## config.mk

```make
export PLATFORM = sky130hd
export DESIGN_NAME = cd_sector_responder_flat
export DESIGN_NICKNAME = d
export VERILOG_FILES = /design/src/rtl/cd_sector_responder_if.sv /design/src/rtl/cd_sector_responder.sv /design/src/flat_wrapper.sv
export SDC_FILE = /design/constraint.sdc
export NUM_CORES = 1
export LEC_CHECK = 0
export ABC_AREA = 1
export BUFFER_PORTS_ARGS = -buffer_cell sky130_fd_sc_hd__buf_2
export CAP_MARGIN = 20
export CORE_MARGIN = 8
export CORE_UTILIZATION = 45
export CTS_CLUSTER_DIAMETER = 150
export DETAILED_ROUTE_END_ITERATION = 12
export MAX_ROUTING_LAYER = met4
export SLEW_MARGIN = 20
export SYNTH_ARGS = -nofsm -noshare
export SYNTH_HDL_FRONTEND = slang
export SYNTH_SLANG_ARGS = --single-unit
export TNS_END_PERCENT = 1
```

## constraint.sdc

```tcl
create_clock -name clk30 -period 4.76 [get_ports clk30]
set_clock_uncertainty 0.1 [all_clocks]
set_input_delay 0.714 -clock clk30 [delete_from_list [all_inputs] [get_ports clk30]]
set_output_delay 0.714 -clock clk30 [all_outputs]
set_load 0.01 [all_outputs]
```

## src/rtl/cd_sector_responder_if.sv

```systemverilog
// CDIC sector-request bus plus the image-source read port, bundled for the responder.
// slave = responder side, master = cdic / image backend side.
interface cd_sector_responder_if;
   logic [31:0] cd_hps_lba;
   logic        cd_hps_req;
   logic        cd_hps_ack;
   logic        cd_hps_data_valid;
   logic [15:0] cd_hps_data;
   logic [31:0] src_addr;
   logic        src_rd;
   logic        src_valid;
   logic [15:0] src_data;
   logic        busy;
   logic        err_timeout;

   modport slave (
      input  cd_hps_lba, cd_hps_req, src_valid, src_data,
      output cd_hps_ack, cd_hps_data_valid, cd_hps_data, src_addr, src_rd, busy, err_timeout
   );

   modport master (
      output cd_hps_lba, cd_hps_req, src_valid, src_data,
      input  cd_hps_ack, cd_hps_data_valid, cd_hps_data, src_addr, src_rd, busy, err_timeout
   );
endinterface

```

## src/rtl/cd_sector_responder.sv

```systemverilog
// Services CDIC sector requests: acks, fetches SECTOR_WORDS words from the image source
// one at a time and streams them back, substituting zero for any word that times out.
module cd_sector_responder #(
   parameter int SECTOR_WORDS = 1176,
   parameter int WORD_GAP     = 4,
   parameter int TIMEOUT      = 1023
) (
   input logic                  clk30,
   input logic                  reset_n,
   cd_sector_responder_if.slave bus
);
   localparam int WW = 11;
   localparam int TW = (TIMEOUT > 1) ? $clog2(TIMEOUT + 1) : 1;
   localparam int GW = (WORD_GAP > 1) ? $clog2(WORD_GAP) : 1;
   localparam logic [WW-1:0] WIDX_LAST = WW'(SECTOR_WORDS - 1);
   localparam logic [TW-1:0] TMO_LAST  = TW'(TIMEOUT);
   localparam logic [GW-1:0] GAP_LAST  = GW'((WORD_GAP > 0) ? WORD_GAP - 1 : 0);

   typedef enum logic [2:0] {S_IDLE, S_ISSUE, S_WAIT, S_EMIT, S_GAP} state_t;

   state_t          state_q, state_d;
   logic            req_q, req_d;
   logic            pend_q, pend_d;
   logic [31:0]     lba_pend_q, lba_pend_d;
   logic [31:0]     base_q, base_d;
   logic [WW-1:0]   widx_q, widx_d;
   logic [TW-1:0]   tcnt_q, tcnt_d;
   logic [GW-1:0]   gcnt_q, gcnt_d;
   logic [15:0]     data_q, data_d;
   logic            err_q, err_d;
   logic            ack_q, ack_d;
   logic            dv_q, dv_d;
   logic            rd_q, rd_d;
   logic [31:0]     addr_q, addr_d;
   logic            busy_q, busy_d;
   logic            rise;

   always_comb begin
      state_d    = state_q;
      req_d      = bus.cd_hps_req;
      pend_d     = pend_q;
      lba_pend_d = lba_pend_q;
      base_d     = base_q;
      widx_d     = widx_q;
      tcnt_d     = tcnt_q;
      gcnt_d     = gcnt_q;
      data_d     = data_q;
      err_d      = err_q;
      ack_d      = 1'b0;
      addr_d     = addr_q;
      rise       = bus.cd_hps_req & ~req_q;

      case (state_q)
         S_IDLE: begin
            if (pend_q) begin
               pend_d  = 1'b0;
               base_d  = lba_pend_q * 32'(SECTOR_WORDS);
               widx_d  = '0;
               ack_d   = 1'b1;
               state_d = S_ISSUE;
            end
         end
         S_ISSUE: begin
            tcnt_d  = '0;
            state_d = S_WAIT;
         end
         S_WAIT: begin
            if (bus.src_valid) begin
               data_d  = bus.src_data;
               state_d = S_EMIT;
            end else if (tcnt_q == TMO_LAST) begin
               data_d  = 16'h0000;
               err_d   = 1'b1;
               state_d = S_EMIT;
            end else begin
               tcnt_d = tcnt_q + TW'(1);
            end
         end
         S_EMIT: begin
            if (widx_q == WIDX_LAST) begin
               state_d = S_IDLE;
            end else begin
               widx_d  = widx_q + WW'(1);
               gcnt_d  = '0;
               state_d = (WORD_GAP > 0) ? S_GAP : S_ISSUE;
            end
         end
         S_GAP: begin
            if (gcnt_q == GAP_LAST) state_d = S_ISSUE;
            else                    gcnt_d  = gcnt_q + GW'(1);
         end
         default: state_d = S_IDLE;
      endcase

      // A new edge always lands in the single pending slot, even while IDLE is
      // consuming the previous one in this same cycle.
      if (rise) begin
         pend_d     = 1'b1;
         lba_pend_d = bus.cd_hps_lba;
      end

      // Strobes are registered against the next state so they line up with it.
      rd_d = (state_d == S_ISSUE);
      if (rd_d) addr_d = base_d + 32'(widx_d);
      dv_d   = (state_d == S_EMIT);
      busy_d = (state_d != S_IDLE) | pend_d;
   end

   always_ff @(posedge clk30 or negedge reset_n) begin
      if (!reset_n) begin
         state_q    <= S_IDLE;
         req_q      <= 1'b0;
         pend_q     <= 1'b0;
         lba_pend_q <= '0;
         base_q     <= '0;
         widx_q     <= '0;
         tcnt_q     <= '0;
         gcnt_q     <= '0;
         data_q     <= '0;
         err_q      <= 1'b0;
         ack_q      <= 1'b0;
         dv_q       <= 1'b0;
         rd_q       <= 1'b0;
         addr_q     <= '0;
         busy_q     <= 1'b0;
      end else begin
         state_q    <= state_d;
         req_q      <= req_d;
         pend_q     <= pend_d;
         lba_pend_q <= lba_pend_d;
         base_q     <= base_d;
         widx_q     <= widx_d;
         tcnt_q     <= tcnt_d;
         gcnt_q     <= gcnt_d;
         data_q     <= data_d;
         err_q      <= err_d;
         ack_q      <= ack_d;
         dv_q       <= dv_d;
         rd_q       <= rd_d;
         addr_q     <= addr_d;
         busy_q     <= busy_d;
      end
   end

   assign bus.cd_hps_ack        = ack_q;
   assign bus.cd_hps_data_valid = dv_q;
   assign bus.cd_hps_data       = data_q;
   assign bus.src_addr          = addr_q;
   assign bus.src_rd            = rd_q;
   assign bus.busy              = busy_q;
   assign bus.err_timeout       = err_q;
endmodule
```

## src/flat_wrapper.sv

```systemverilog
// flat-port wrapper written by rule: the top's interface ports become plain ports
module cd_sector_responder_flat 
#(
   parameter int SECTOR_WORDS = 1176,
   parameter int WORD_GAP     = 4,
   parameter int TIMEOUT      = 1023
)
  (clk30, reset_n, bus_cd_hps_lba, bus_cd_hps_req, bus_src_valid, bus_src_data, bus_cd_hps_ack, bus_cd_hps_data_valid, bus_cd_hps_data, bus_src_addr, bus_src_rd, bus_busy, bus_err_timeout);
  cd_sector_responder_if bus_i ();
  input logic clk30;
  input logic reset_n;
  input wire logic [$bits(bus_i.cd_hps_lba)-1:0] bus_cd_hps_lba;
  input wire logic [$bits(bus_i.cd_hps_req)-1:0] bus_cd_hps_req;
  input wire logic [$bits(bus_i.src_valid)-1:0] bus_src_valid;
  input wire logic [$bits(bus_i.src_data)-1:0] bus_src_data;
  output wire logic [$bits(bus_i.cd_hps_ack)-1:0] bus_cd_hps_ack;
  output wire logic [$bits(bus_i.cd_hps_data_valid)-1:0] bus_cd_hps_data_valid;
  output wire logic [$bits(bus_i.cd_hps_data)-1:0] bus_cd_hps_data;
  output wire logic [$bits(bus_i.src_addr)-1:0] bus_src_addr;
  output wire logic [$bits(bus_i.src_rd)-1:0] bus_src_rd;
  output wire logic [$bits(bus_i.busy)-1:0] bus_busy;
  output wire logic [$bits(bus_i.err_timeout)-1:0] bus_err_timeout;
  assign bus_i.cd_hps_lba = bus_cd_hps_lba;
  assign bus_i.cd_hps_req = bus_cd_hps_req;
  assign bus_i.src_valid = bus_src_valid;
  assign bus_i.src_data = bus_src_data;
  assign bus_cd_hps_ack = bus_i.cd_hps_ack;
  assign bus_cd_hps_data_valid = bus_i.cd_hps_data_valid;
  assign bus_cd_hps_data = bus_i.cd_hps_data;
  assign bus_src_addr = bus_i.src_addr;
  assign bus_src_rd = bus_i.src_rd;
  assign bus_busy = bus_i.busy;
  assign bus_err_timeout = bus_i.err_timeout;
  cd_sector_responder #(.SECTOR_WORDS(SECTOR_WORDS), .WORD_GAP(WORD_GAP), .TIMEOUT(TIMEOUT)) u_core (.clk30(clk30), .reset_n(reset_n), .bus(bus_i));
endmodule
```

==> summary.md <==
| Metric | Value |
|---|---|
| Crit path capture type | flip-flop |
| Die Width | 171 microns |
| Worst R2R Setup Slack | 0.30 ns |
| Overflow after GRT | 0 |
| Register area share after synthesis | 0.328 |
| # hold bufs at CTS | 0 |
| RSZ-0062 raised after global routing | true |
| Layout cells sized above 1 | 0.153 |
| Final Hold Vio Count | 0 |
| R2r startpoint | u_core.lba_pend_q[5] |
| Most frequent CP cell | nand2_1 |
| Count leader, synth | nand2_1 |
| Die Ht | 171 microns |
| Post-Synth Adder-Cell Area | 0.192 |
| Core area | 24000 sq um |
| Clock root cell | clkbuf_16 |
| #FFs+latches synth | 142 |
| Pins Over Slew Limit | 0 |
| # port buffers | 101 |
| Post-Synthesis Cell Area | 10800 sq um |
| Peak supply drop | 0.272 mV |
| Leading cell types by count after synthesis | nand2_1 (448), inv_1 (257), dfrtp_1 (142), nand3_1 (98), ha_1 (94) |
| Reg-to-reg endpoint | u_core.bus.src_addr[27] |
| Hold Crit Class | in -> async |
| First DRT Iteration DRCs | 404 |
| Main combinational cell family by area after synthesis | simple AND/OR/NAND/NOR gates |
| GP Congestion | 0.867 |
| Skew-Pair Late Insertion Delay | 0.42 ns |
| Diode count | 0 |
| Post-synthesis simple-gate area fraction | 0.299 |
| Setup crit start | u_core.lba_pend_q[5] |
| Post-synthesis xor/xnor area fraction | 0.0234 |
| Largest net degree at the start of global routing | 75 |
| Yosys top cell area share | 0.328 |
| Synth Area in Compound Gates | 0.0527 |
| Pwr/cell area | 667 nW/um^2 |
| Worst EP arrival | 4.66 ns |
| Fmax | 224 MHz |
| Post-detail-place hpwl | 19500 microns |
| Max-cap violations | 0 |
| TNS Setup | 0 ns |
| Post-route ant nets | 0 |
| Crit path launch type | flip-flop |
| Status | finished clean |
| CTS tree | yes |
| Wire per inst | 13.2 microns |
| Ports | 105 |
| H-tree Lvls | 4 |
| Crit path capture | u_core.bus.src_addr[27] |
| Mean post-synth cell area | 7.58 sq um |
| Lkg Pwr | 0.00689 uW |
| 1st-pass router iterations | 5 |
| DRC violations left | 0 |
| Fill count | 2440 |
| Final setup violation count | 0 |
| Global-route wire length before repair | 43700 microns |
| Total Routing Usage GR | 0.188 |
| Rows | 57 |
| Worst Tran Pin Value | 0.899 ns |
| Critical Path Slowest Stage Cell | fa_1 |
| Max stage delay on crit path | 0.55 ns |
| Synth Flop Type | dfrtp_1 |
| Syn_nets | 1621 |
| WP data required | 4.96 ns |
| Area delta synth->final | 13.8% |
| Initial core utilization | 0.453 |
| Crit path cell chain | buf_4 > buf_4 > ha_1 > fa_1 > inv_1 > fa_1 > inv_1 > ha_1 > nand2_2 > inv_1 > a21oi_2 > nand2_1 > nand2_1 > nand3_2 > nand2_4 > nand3_2 > nor2_4 > buf_4 > nand3_2 > nor2_2 > nand2_1 > nand3_1 > nand2_1 |
| Synth Warn # | 0 |
| Vias | 8947 |
| Fraction of registers with async set/reset | 1.00 |
| Nets | 1730 |
| CTS sink cnt | 142 |
| Critical Path Fanout Max | 6 |
| WL final | 24700 microns |
| Cell taking the most area after synthesis | dfrtp_1 |
| CTS max path bufs | 2 |
| Crit path time final | 4.46 ns |
| Gate Count Post-Synth | 1430 |
| Hold_ws | 0.183 ns |
| Mux share of post-synthesis cell area | 0.000923 |
| Post-synth EDFFs | 0 |
| Via/cell ratio | 4.77 |
| Slew HR | 0.399 |
| Die area | 29300 sq um |
| Yosys cell types | 46 |
| Most area-consuming cells after synthesis | dfrtp_1 (33%), nand2_1 (16%), ha_1 (11%), inv_1 (8.9%), fa_1 (8.3%) |
| Fin crit share | 0.937 |
| CP Class | reg -> reg |
| Total CTS buffers | 17 |
| Number of global-route vias before repair | 9509 |
| Length in cells of the worst reg-to-reg path | 23 |
| Initial antenna violation count | 0 |
| Clock-pin slew on the worst setup and hold paths | 0.06 ns |
-- state kept, by name, summed over array words and instances (netlist names), 2 cells and up --
name	flops
u_core.base_q	32
u_core.bus.src_addr	32
u_core.lba_pend_q	29
u_core.bus.cd_hps_data	16
u_core.widx_q	11
u_core.tcnt_q	10
u_core.state_q	3
u_core.gcnt_q	2
-- through the flow --
stage | power [uW] | instance area, sq um | util | std cells | setup WS (ns)
2_1_floorplan | 5710 | 10800 | - | 1430 | 0.595
3_3_place_gp | 6950 | 11700 | 0.489 | 1839 | 0.158
3_5_place_dp | 7020 | 11700 | 0.489 | 1839 | 0.101
4_1_cts | 8330 | 12300 | 0.512 | 1870 | 0.0534
5_1_grt | 9230 | 12300 | 0.515 | 1875 | -0.00882
6_report | 8230 | 12300 | 0.515 | 1875 | 0.300
-- layout by cell type, fill, tap and decap left out, drive strengths merged, types with 2 or more instances in the layout --
cell and instances:
nand4 17, xor2 19, and2 6, nor2 79, ha 94, fa 45
nor4 4, a21boi 2, nand3b 6, a31oi 5, o31ai 3, inv 268
nand2 472, o21bai 2, nor3 12, buf 116, o21ai 43, a21oi 40
o22ai 4, nand3 111, xnor2 10, or2 12, clkbuf 21, clkinv 10
dfrtp 142
-- final cells by class --
cell class | instances | area [sq um] | area share
repair buffers | 116 | 624 | 0.0506
flip-flops and latches | 142 | 3550 | 0.288
multi-input cells | 992 | 6210 | 0.503
clock buffers | 21 | 450 | 0.0365
clock inverters | 10 | 92.6 | 0.00750
inverters | 270 | 1010 | 0.0821
well taps | 324 | 405 | 0.0328
-- worst max-delay path, delay by kind of cell, from the launching register on --
kind | cells | cell delay, ns
and+or+nand+nor | 12 | 1.36
AOI/OAI and AO/OA | 1 | 0.15
buffers and inverters | 6 | 0.60
adders and majority gates | 4 | 1.75
DFF | 1 | 0.41
-- where the power goes --
group,switching [uW],internal (uW)
clock,527,729
combinational,3340,1800
sequential,217,1610
-- cells by family after synthesis --
kind of cell,count (synthesis)
simple gates,719
buf+inv,296
flops,142
fa+ha+maj,139
compound gates,104
xor+xnor,29
mux,1
-- worst min path at each step --
| stage | from | slack [ns] | to |
|---|---|---|---|
| after detailed placement | u_core.bus.src_addr[30] | 0.36 | u_core.bus.src_addr[30] |
| after global routing | reset_n | 0.23 | u_core.bus.err_timeout |
| after floorplan | reset_n | 0.32 | u_core.base_q[0] |
| after global placement | u_core.bus.err_timeout | 0.36 | u_core.bus.err_timeout |
| final | reset_n | 0.18 | u_core.bus.err_timeout |
| after CTS | reset_n | 0.21 | u_core.bus.err_timeout |
-- layer usage --
metal | part of all wire | vias up | global-route usage
met5 | 0 | - | -
met2 | 0.52 | 92 | 0.341
met1 | 0.45 | 4197 | 0.218
met3 | 0.025 | 18 | 0.0271
met4 | 0.011 | 0 | 0.0420
li1 | - | 4640 | -
-- timing repair --
item | in CTS | in global routing
endpoints found under the setup margin | 0 | 15
gates resized for setup | 0 | 10
setup buffers | 0 | 5
Note: power is estimated with default switching activity, not from simulation.
